===== src/rtl/path_direction_encoder.sv =====
// Turns a stream of linear grid indices into per-step direction codes (0:+row 1:+col 2:-row 3:-col 4:same 15:bad).
// A path's first index (and any index after a bad step) is split into row/col by a 16-cycle restoring divide.
module path_direction_encoder #(
  parameter int IW = 16,
  parameter int DW = 4
) (
  input  logic          system1000,
  input  logic          system1000_rstn,
  input  logic [IW-1:0] width_i,
  input  logic [IW-1:0] height_i,
  input  logic          in_valid_i,
  input  logic [IW-1:0] in_idx_i,
  input  logic          in_last_i,
  output logic          in_ready_o,
  output logic          out_valid_o,
  output logic [DW-1:0] out_dir_o,
  output logic          out_err_o,
  output logic          out_last_o,
  input  logic          out_ready_i
);

  localparam int CW = $clog2(IW);
  localparam logic [DW-1:0] DIR_DOWN  = DW'(0);
  localparam logic [DW-1:0] DIR_RIGHT = DW'(1);
  localparam logic [DW-1:0] DIR_UP    = DW'(2);
  localparam logic [DW-1:0] DIR_LEFT  = DW'(3);
  localparam logic [DW-1:0] DIR_SAME  = DW'(4);
  localparam logic [DW-1:0] DIR_BAD   = DW'(15);

  typedef enum logic [1:0] {S_IDLE, S_DIV, S_CHK, S_RUN} state_t;

  state_t        state;
  logic [IW-1:0] prev;
  logic [IW-1:0] row;
  logic [IW-1:0] col;
  logic [CW-1:0] divCnt;
  logic          lastPend;
  logic          readyEn;

  logic slotFree;
  logic accept;
  assign slotFree   = !out_valid_o || out_ready_i;
  assign in_ready_o = readyEn && slotFree && (state == S_IDLE || state == S_RUN);
  assign accept     = in_valid_i && in_ready_o;

  // During the divide, row holds the shifting dividend/quotient and col the partial remainder.
  logic [IW:0]   remShift;
  logic          remGe;
  logic [IW-1:0] remSub;
  assign remShift = {col, row[IW-1]};
  assign remGe    = remShift >= {1'b0, width_i};
  assign remSub   = IW'(remShift - {1'b0, width_i});

  // Top bit of each sum/difference is carry/borrow; a wrapped result never counts as a neighbour.
  logic [IW:0] plusW, plusOne, minusW, minusOne, rowInc, colInc;
  assign plusW    = {1'b0, prev} + {1'b0, width_i};
  assign plusOne  = {1'b0, prev} + (IW+1)'(1);
  assign minusW   = {1'b0, prev} - {1'b0, width_i};
  assign minusOne = {1'b0, prev} - (IW+1)'(1);
  assign rowInc   = {1'b0, row} + (IW+1)'(1);
  assign colInc   = {1'b0, col} + (IW+1)'(1);

  logic [DW-1:0] stepDir;
  logic          stepErr;
  logic [IW-1:0] nextRow;
  logic [IW-1:0] nextCol;

  always_comb begin
    stepDir = DIR_BAD;
    stepErr = 1'b1;
    nextRow = row;
    nextCol = col;
    if (in_idx_i == prev) begin
      stepDir = DIR_SAME;
      stepErr = 1'b0;
    end else if (!plusW[IW] && in_idx_i == plusW[IW-1:0] && rowInc < {1'b0, height_i}) begin
      stepDir = DIR_DOWN;
      stepErr = 1'b0;
      nextRow = rowInc[IW-1:0];
    end else if (!plusOne[IW] && in_idx_i == plusOne[IW-1:0] && colInc < {1'b0, width_i}) begin
      stepDir = DIR_RIGHT;
      stepErr = 1'b0;
      nextCol = colInc[IW-1:0];
    end else if (!minusW[IW] && in_idx_i == minusW[IW-1:0] && row != '0) begin
      stepDir = DIR_UP;
      stepErr = 1'b0;
      nextRow = row - IW'(1);
    end else if (!minusOne[IW] && in_idx_i == minusOne[IW-1:0] && col != '0) begin
      stepDir = DIR_LEFT;
      stepErr = 1'b0;
      nextCol = col - IW'(1);
    end
  end

  always_ff @(posedge system1000 or negedge system1000_rstn) begin
    if (!system1000_rstn) begin
      state       <= S_IDLE;
      prev        <= '0;
      row         <= '0;
      col         <= '0;
      divCnt      <= '0;
      lastPend    <= 1'b0;
      readyEn     <= 1'b0;
      out_valid_o <= 1'b0;
      out_dir_o   <= '0;
      out_err_o   <= 1'b0;
      out_last_o  <= 1'b0;
    end else begin
      readyEn <= 1'b1;
      // Drain first; a load later in this block takes precedence in the same cycle.
      if (out_ready_i) begin
        out_valid_o <= 1'b0;
        out_dir_o   <= '0;
        out_err_o   <= 1'b0;
        out_last_o  <= 1'b0;
      end
      case (state)
        S_IDLE: begin
          if (accept) begin
            prev     <= in_idx_i;
            row      <= in_idx_i;
            col      <= '0;
            lastPend <= in_last_i;
            divCnt   <= '0;
            state    <= S_DIV;
          end
        end
        S_DIV: begin
          col    <= remGe ? remSub : remShift[IW-1:0];
          row    <= {row[IW-2:0], remGe};
          divCnt <= divCnt + CW'(1);
          if (divCnt == CW'(IW-1)) state <= S_CHK;
        end
        S_CHK: begin
          // Wait for a free slot so a pending beat is never overwritten.
          if (slotFree) begin
            if (width_i == '0 || row >= height_i) begin
              out_valid_o <= 1'b1;
              out_dir_o   <= DIR_BAD;
              out_err_o   <= 1'b1;
              out_last_o  <= lastPend;
              state       <= S_IDLE;
            end else if (lastPend) begin
              out_valid_o <= 1'b1;
              out_dir_o   <= DIR_SAME;
              out_err_o   <= 1'b0;
              out_last_o  <= 1'b1;
              state       <= S_IDLE;
            end else begin
              state <= S_RUN;
            end
          end
        end
        S_RUN: begin
          if (accept) begin
            out_valid_o <= 1'b1;
            out_dir_o   <= stepDir;
            out_err_o   <= stepErr;
            out_last_o  <= in_last_i;
            prev        <= in_idx_i;
            if (in_last_i) begin
              state <= S_IDLE;
            end else if (stepErr) begin
              row      <= in_idx_i;
              col      <= '0;
              lastPend <= 1'b0;
              divCnt   <= '0;
              state    <= S_DIV;
            end else begin
              row <= nextRow;
              col <= nextCol;
            end
          end
        end
        default: state <= S_IDLE;
      endcase
    end
  end

endmodule


===== config.mk =====
export PLATFORM = sky130hd
export DESIGN_NAME = path_direction_encoder
export DESIGN_NICKNAME = d
export VERILOG_FILES = /design/src/rtl/path_direction_encoder.sv
export SDC_FILE = /design/constraint.sdc
export NUM_CORES = 1
export LEC_CHECK = 0
export BUFFER_PORTS_ARGS = -buffer_cell sky130_fd_sc_hd__buf_2
export CAP_MARGIN = 0
export CORE_MARGIN = 3
export CORE_UTILIZATION = 33
export CTS_BUF_LIST = sky130_fd_sc_hd__clkbuf_8
export DETAILED_ROUTE_END_ITERATION = 8
export GPL_ROUTABILITY_DRIVEN = 0
export SYNTH_ARGS = -nofsm -noshare
export SYNTH_HDL_FRONTEND = slang
export SYNTH_SLANG_ARGS = --single-unit

===== constraint.sdc =====
create_clock -name system1000 -period 9.3 [get_ports system1000]
set_input_delay 0 -clock system1000 [delete_from_list [all_inputs] [get_ports system1000]]
set_output_delay 0 -clock system1000 [all_outputs]
set_load 0.005 [all_outputs]

# Word level (Yosys, flattened, before mapping)
# Index checks and enable logic that the tools add are counted.
[word_totals] register_bits=63 latch_bits=0 ramBits=0 rom_bits=0 inputBits=53 out_inout_bits=8 wordCells=152 n_memories=0
[op_classes] addsub=10 mul=0 n_div=0 n_lt_le_gt_ge=4 n_eq_ne=22 shifts=0 n_mux=73 bitwise=0 n_reduce_logical=32
[ops] op="$mux W16" n=18
[ops] op="$pmux W16 S3" n=2
[ops] op="$eq A16 B16 Y1" n=5
[ops] op="$mux W4" n=14
[ops] op="$add A16 B1 Y17 const B" n=3
[ops] op="$lt A17 B16 Y1" n=2
[ops] op="$reduce_bool A16 Y1" n=2
[ops] op="$sub A16 B1 Y16 const B" n=2
[ops] op="$mux W1" n=24
[ops] op="$add A16 B16 Y17" n=1
[ops] op="$ge A17 B16 Y1" n=1
[ops] op="$sub A16 B1 Y17 const B" n=1
[ops] op="$sub A16 B16 Y17" n=1
[ops] op="$ge A16 B16 Y1" n=1
[ops] op="$logic_not A16 Y1" n=1
[ops] op="$mux W2" n=8
[ops] op="$sub A16 B16 Y16" n=1
[ops] op="$reduce_and A5 Y1" n=3
[ops] op="$ne A2 B2 Y1 const B" n=6
[ops] op="$pmux W4 S3" n=1
[ops] op="$logic_and A1 B1 Y1" n=11
[ops] op="$ne A3 B3 Y1 const B" n=3
[ops] op="$ne A4 B2 Y1 const B" n=2
[ops] op="$ne A4 B4 Y1 const B" n=2
[ops] op="other kinds (16)" n=26

# Depth between registers and ports, before layout
# Gate-level depths: netlist of the first run.
[logic_depth] word_depth=13 depth_mapped=22 ltp_nobuf=18

# Worst setup path after synthesis of the first run
# Ideal clock, no wire load.
[synth_timing] kind="register -> register" from="register col[2]" to="register row[13]" setup_ps=121 arrival_time_ps=4331 required_time_ps=9179 path_slack_ps=4848 path_stages_with_launch=21 n_path_buf=3 period_less_slack_ps=4452 cell_sequence="dfrtp_1 > clkbuf_1 > inv_1 > nor3_1 > and3_1 > clkbuf_1 > and3_1 > and3_1 > nand3_1 > xnor2_1 > ha_1 > a22oi_1 > nand3_1 > nor4_1 > nand4b_1 > nor4b_4 > nand4bb_1 > and4_1 > nor2_4 > buf_4 > a22o_1"
[synth_between] elab_chain_cells=11 word_cells_on_any_way=18 cone_classes="1 x add/sub; 1 x order compare; 3 x eq/ne; 9 x mux; 4 x reduce/logical"
[synth_rtl] item="start: declaration" line="35" text="logic [IW-1:0] col;"
[synth_rtl] item="start signal: assignment" line="129" text="col <= remGe ? remSub : remShift[IW-1:0];"
[synth_rtl] item="start signal: assignment" line="171" text="col <= nextCol;"
[synth_rtl] item="parallel branches: the longest is 11 deep, another holds $add A16 B1 Y17"
[synth_rtl] item="end signal: assignment" line="121" text="row <= in_idx_i;"
[synth_rtl] item="end signal: assignment" line="164" text="row <= in_idx_i;"
[synth_rtl] item="end signal: assignment" line="170" text="row <= nextRow;"
[synth_rtl] item="end: declaration" line="34" text="logic [IW-1:0] row;"
# Several ways; the timed one is not identified. The select of a mux whose other input is x is not followed.
# A chain may end at the register's enable or synchronous reset.

# Final worst setup path of the first run
[layout_timing] from="register col[2]" to="register row[14]"
# The elaborated chain is that of the path after synthesis.

==> results of run 1 <==
where the power goes:
group	internal (mW)	leakage [nW]	total, mW	switching [mW]
logic	0.905	3.73	2.24	1.33
registers	0.372	0.802	0.629	0.257
clock network	0.154	0.111	0.298	0.144
cells in the mapped netlist, drive strengths merged (7+ instances only):
master and n:
clkbuf 48, o21ai 73, ha 108, dfrtp 63, nor4 30, o31ai 14
nor2 103, a221o 8, nor4b 9, buf 39, nor3b 9, mux2i 15
xor2 45, and3 19, o211ai 11, a21oi 94, a31oi 24, nand3 46
nor2b 23, nand2b 15, nor3 35, or2 11, xnor2 68, o22ai 12
a211oi 22, nand3b 7, a21o 17, or4 12, inv 74, o21a 10
nand4 26, o21bai 8, mux2 14, or3 11, nand2 124
worst paths after layout:
path / endpoint
setup / recovery: row[14]
hold / removal: prev[4]
hold reg to reg: divCnt[1]
min in group asynchronous: readyEn
max in group asynchronous: prev[9]
setup reg to reg: row[14]
metal layers:
metal / part of all wire (%) / vias up / routed length [um] / track usage, %
met5: 0 / - / 0 / 0
met4: 3.8 / 0 / 1300 / 8.01
met3: 6.7 / 73 / 2320 / 3.14
met2: 44 / 360 / 15200 / 30.8
met1: 45 / 4919 / 15700 / 28.5
li1: - / 4954 / - / -
critical path: cells and delay by family, from the launching register on:
family | cells | cell delay, ps
AND/OR/NAND/NOR | 8 | 1810
AO/OA/AOI/OAI | 4 | 1680
buffers and inverters | 3 | 770
flip-flops | 1 | 540
multiplexers | 1 | 260
adder cells (fa/ha/maj) | 1 | 310
XOR/XNOR | 1 | 160
registers in the layout, summed over array words and instances (netlist names), 2 cells and up:
signal / count
col: 16
prev: 16
row: 16
divCnt: 4
out_dir_o: 4
state: 2
layout make-up:
class | instances | area share [%]
Sequential cell | 63 | 14.5
Clock buffer | 9 | 1.14
Multi-Input combinational cell | 1125 | 72.1
Timing Repair Buffer | 78 | 4.27
Clock inverter | 7 | 0.942
Tap cell | 390 | 4.48
Inverter | 76 | 2.62
metrics by stage:
stage          area, sq um  std cells  hold WS [ps]  util (%)  worst slack (ps)
2_1_floorplan        10100       1351          -296         -              4850
3_3_place_gp         10500       1720           275      35.3              3840
3_5_place_dp         10500       1720           287      35.3              3790
4_1_cts              10900       1748          4.15      36.4              3730
5_1_grt              10900       1748          29.2      36.4              3310
6_report             10900       1748          27.3      36.4              3640
logic make-up after synthesis:
group,count (synthesis)
AOI/OAI and AO/OA,363
xor gates and xnor gates,113
adders and majority gates,111
buffers and inverters,163
DFF,63
muxes,29
other,1
and+or+nand+nor,508
cell usage in the layout, fill, tap and decap left out, types with 7 or more instances in the layout:
cell | Yosys | routed
dlygate4sd3_1 | 0 | 12
ha_1 | 108 | 108
xnor2_1 | 68 | 68
o211ai_1 | 11 | 11
o21ai_0 | 70 | 70
o31ai_1 | 14 | 14
nand3_1 | 46 | 46
nand3b_1 | 7 | 7
or3_1 | 11 | 11
a31oi_1 | 23 | 23
inv_1 | 72 | 72
or4_1 | 12 | 12
nor3_1 | 35 | 35
dfrtp_1 | 63 | 63
a221o_1 | 8 | 8
xor2_1 | 44 | 44
or2_2 | 10 | 10
nor4_1 | 28 | 28
clkbuf_8 | 0 | 9
buf_2 | 30 | 60
nand2b_1 | 15 | 15
a211oi_1 | 22 | 22
o21a_1 | 10 | 10
nor2_1 | 102 | 102
mux2i_1 | 15 | 15
nor2b_1 | 23 | 23
nand4_1 | 24 | 24
a21o_1 | 17 | 17
nand2_1 | 124 | 124
o22ai_1 | 12 | 12
nor4b_1 | 7 | 7
nor3b_1 | 8 | 8
o21bai_1 | 8 | 8
and3_1 | 19 | 19
mux2_2 | 12 | 12
a21oi_1 | 93 | 93
==> metrics.yaml, run 1 <==
synthXorXnorAreaFrac_pct: 9.88
drtAntennaViolNets: 0
slew_headroom_pct: 29.5
diodes: 0
grt.overflow.total: 0
maxCapViolCount: 0
syn_nets: 1515
drive_gt1_share_pct: 9.13
fmax_ghz: 0.177
setup.worst_path.class: "reg -> reg"
path_max_fanout: 23
seq_area_frac_synth_pct: 15.6
p_leak_nw: 4.64
worst_setup_path_end_kind: "flop"
cp.arrival_ps: 5930
multi_input_area_sq_mm: 0.00785
synth_top_family_by_area: "simple AND/OR/NAND/NOR gates"
synthDistinctLibCells: 94
grt_pass1_vias: 9654
slew_viol_final: 0
seqCellArea_sq_mm: 0.00158
firstDrtPassIters: 6
cts.sinks: 63
drc: 0
max_stage_delay_ps: 840
htreeDepth: 3
avgSynthCellArea_sq_um: 7.47
r2r_start: "col[2]"
status: "finished clean"
coreArea_sq_mm: 0.0299
ff2ff_setup_slack_ps: 3640
num_rows: 63
synth_top_area_share_pct: 15.6
ys_ff_latch: 63
ios: 61
synth_area_sq_mm: 0.0101
numPortBuffers: 60
fin_total_pwr_mw: 3.16
die-area_sq_mm: 0.0327
max-clock-path-buffers: 2
clk_latency_ps: 390
setup_viol: 0
grt_max_degree: 64
drtIter0Drc: 1108
rsz0062_at_grt: "false"
grt_pass1_wl_um: 53700
vdd_ir_drop_max_uv: 105
cellPowerDensity_mw_per_mm2: 290
synth-edff-count: 0
track_usage_pct: 20.2
num-nets-final: 1517
syn2layout_area_growth_pct: 7.91
worst_slew_pin_slew_ps: 1060
holdCritPathClass: "in -> reg"
cp_common_cell: "and3_1"
min_from: "in_idx_i[4]"
critPathSlowestCell: "o21ai_2"
synth_compound_area_share_pct: 23.9
cts_buffers: 9
place_hpwl_um: 26400
ys.flop_type: "dfrtp_1"
start_kind: "flop"
cts.reportedPaths.clkPinSlew_ps: 80
ys_warn_count: 0
syn_inst: 1351
post_cts_buffers: 0
antenna_found_initial: 0
initial_core_util_pct: 33.8
post-route-period-util_pct: 60.9
fp.dieH_um: 181
whs_path_depth: 3
dr_total_vias: 10300
synth_fa_ha_area_share_pct: 14.0
cts_tree: "built"
drt_wl_total_um: 34500
required_ps: 9570
setup-tns-final_ps: 0
synthTopCellsByArea: "dfrtp_1, ha_1, xnor2_1, a21oi_1, nand2_1"
hold_buffers: 12
crit_chain: "inv_1 > nor3_1 > and3_1 > and3_1 > and3_1 > nand3_1 > xnor2_1 > ha_1 > nand3_1 > a211oi_1 > nor4b_4 > buf_4 > nand4bb_1 > o21ai_2 > buf_4 > a211oi_1 > a221o_1 > mux2_2"
cts_root_buf: "clkbuf_8"
cts_resized: 0
hold_viol: 0
synthSimpleGateAreaFrac_pct: 26.9
nFillCells: 3111
synth_mux_area_share_pct: 3.09
r2r_cells: 18
finalCriticalPeriod_ps: 5660
viasPerCell: 5.90
yosysTopAreaCell: "dfrtp_1"
async_flop_share_pct: 100
die_w_um: 181
cp-startpoint: "col[2]"
wire_per_inst_um: 19.7
finClkSkew_ps: 16.7
(Power assumes the default switching activity.)
==> run 2: changes to the inputs <==
- clock period: 9.3 -> 5.8 ns (I/O delays scaled with it)
==> run 2 against run 1 <==
Compared with the run above: critical path depth decreased by 1; routed wire length about the same; sequential power increased by 51%; clock power increased by 58%; sequential share of layout area decreased by 0.10 points; combinational power increased by 65%; largest cell class unchanged.
==> metrics.yaml, run 2 (synthesis gave the netlist of run 1 again) <==
slew_headroom_pct: 31.7  # was 29.5%
grt_pass1_wl_um: 53500  # was 53700 um
num_rows: 63  # unchanged
setup-tns-final_ps: 0  # unchanged
die_w_um: 181  # unchanged
nFillCells: 3151  # was 3111
drc: 0  # unchanged
hold_viol: 0  # unchanged
numPortBuffers: 60  # unchanged
finalInstanceArea_sq_mm: 0.0110  # was 0.0109 sq mm
ios: 61  # unchanged
setup_viol: 0  # unchanged
cts_root_buf: "clkbuf_8"  # unchanged
path_max_fanout: 10  # was 23
cp.arrival_ps: 5540  # was 5930 ps
vdd_ir_drop_max_uv: 152  # was 105 uV
num-nets-final: 1527  # was 1517
final_common_cell: "nand2_1"  # unchanged
fmax_ghz: 0.190  # was 0.177 GHz
slew_viol_final: 0  # unchanged
finClkSkew_ps: 14.6  # was 16.7 ps
initial_core_util_pct: 33.8  # unchanged
required_ps: 6080  # was 9570 ps
dpl_cell_area_sq_mm: 0.0106  # was 0.0105 sq mm
status: "finished clean"  # unchanged
finalCriticalPeriod_ps: 5270  # was 5660 ps
grt.overflow.total: 0  # unchanged
fp.dieH_um: 181  # unchanged
final_cell_mix: "nand2_1, ha_1, nor2_1, a21oi_1, inv_1"  # unchanged
holdCritPathClass: "in -> reg"  # unchanged
dr_total_vias: 10300  # about the same
wire_per_inst_um: 19.6  # was 19.7 um
post-route-period-util_pct: 90.8  # was 60.9%
start_kind: "flop"  # unchanged
p_leak_nw: 4.69  # was 4.64 nW
coreArea_sq_mm: 0.0299  # unchanged
cellPowerDensity_mw_per_mm2: 467  # was 290 mW/mm^2
grt_max_degree: 64  # unchanged
reg_top3: "col (16), prev (16), row (16)"  # unchanged
post_cts_buffers: 0  # unchanged
rsz0062_at_grt: "false"  # unchanged
setup.worst_path.class: "reg -> reg"  # unchanged
viasPerCell: 5.88  # was 5.90
maxCapViolCount: 0  # unchanged
cts.sinks: 63  # unchanged
cts_buffers: 9  # unchanged
drt_wl_total_um: 34400  # was 34500 um
drtAntennaViolNets: 0  # unchanged
grt_pass1_vias: 9635  # was 9654
drtIter0Drc: 1033  # was 1108
place_hpwl_um: 26800  # was 26400 um
htreeDepth: 3  # unchanged
syn2layout_area_growth_pct: 8.68  # was 7.91%
drive_gt1_share_pct: 9.87  # was 9.13%
clk_latency_ps: 380  # was 390 ps
firstDrtPassIters: 6  # unchanged
cts.reportedPaths.clkPinSlew_ps: 90  # was 80 ps
antenna_found_initial: 0  # unchanged
cts_tree: "built"  # unchanged
worst_slew_pin_slew_ps: 1020  # was 1060 ps
worst_setup_path_end_kind: "flop"  # unchanged
diodes: 0  # unchanged
track_usage_pct: 20.2  # about the same
max-clock-path-buffers: 2  # unchanged
fin_total_pwr_mw: 5.13  # was 3.16 mW
die-area_sq_mm: 0.0327  # unchanged
==> run 2: cell types whose count changed in the layout (fill, tap and decap cells not counted), sizes merged <==
cell | previous run | this run
buf | 66 | 77
clkbuf | 9 | 10
clkinv | 3 | 5
dlygate4sd3 | 12 | 11
inv | 77 | 74
==> run 2: per-layer routing <==
metal / global-route usage, % / share of wire, %
met1: 28.2 / 45
met2: 30.5 / 43
met3: 4.33 / 7.7
met4: 7.95 / 4.1
met5: 0 / 0
==> run 2: final timing paths <==
kind | depth (start not counted) | slack, ps | from | end
max reg2reg | 17 | 530 | row[1] | col[2]
min in group asynchronous | 3 | 370 | system1000_rstn | readyEn
max | 17 | 530 | row[1] | col[2]
min reg2reg | 2 | 550 | divCnt[1] | divCnt[1]
max in group asynchronous | 3 | 4800 | system1000_rstn | prev[6]
min | 3 | 10 | in_idx_i[10] | prev[10]
==> run 2: power breakdown <==
group	switching [mW]	internal, mW	total, mW
Sequential	0.351	0.597	0.949
Combinational	2.21	1.49	3.70
Clock	0.216	0.256	0.472
Total	2.78	2.35	5.13
==> run 2: cell type report <==
class                      count  area [sq um]  area share [%]
timing repair buffer          88           538            4.91
sequential                    63          1580            14.4
clock buffer                  10           138            1.26
clock inverter                 6          93.8           0.856
tap                          390           488            4.45
inverter                      76           285            2.60
multi-input combinational   1125          7850            71.6
==> run 2: stage by stage <==
step	hold slack (ps)	utilization, %	cells	setup slack [ps]
after floorplan	-296	-	1351	1350
after CTS	6.85	36.7	1758	558
after global routing	11.2	36.7	1758	114
final	10.6	36.7	1758	535
after global placement	281	35.6	1731	663
after detailed placement	290	35.6	1731	590
==> run 2: critical path: stages, from the launching register on <==
cell and delay, ps:
dfrtp_1 540, ha_1 270, nand3_1 160, nor4_1 710
xor2_1 280, ha_1 290, a21o_1 160, a21oi_1 140
nor2b_1 60, a2111oi_0 510, nand2b_1 100, o21ai_0 300
and4_1 430, nor2_1 170, nor2_1 460, buf_4 310
a21oi_1 80, o22ai_1 200
==> run 2: repair_timing <==
item	4_1_cts	5_1_grt
hold endpoints to repair	73	0
hold buffers	11	0
gates resized for setup	0	0
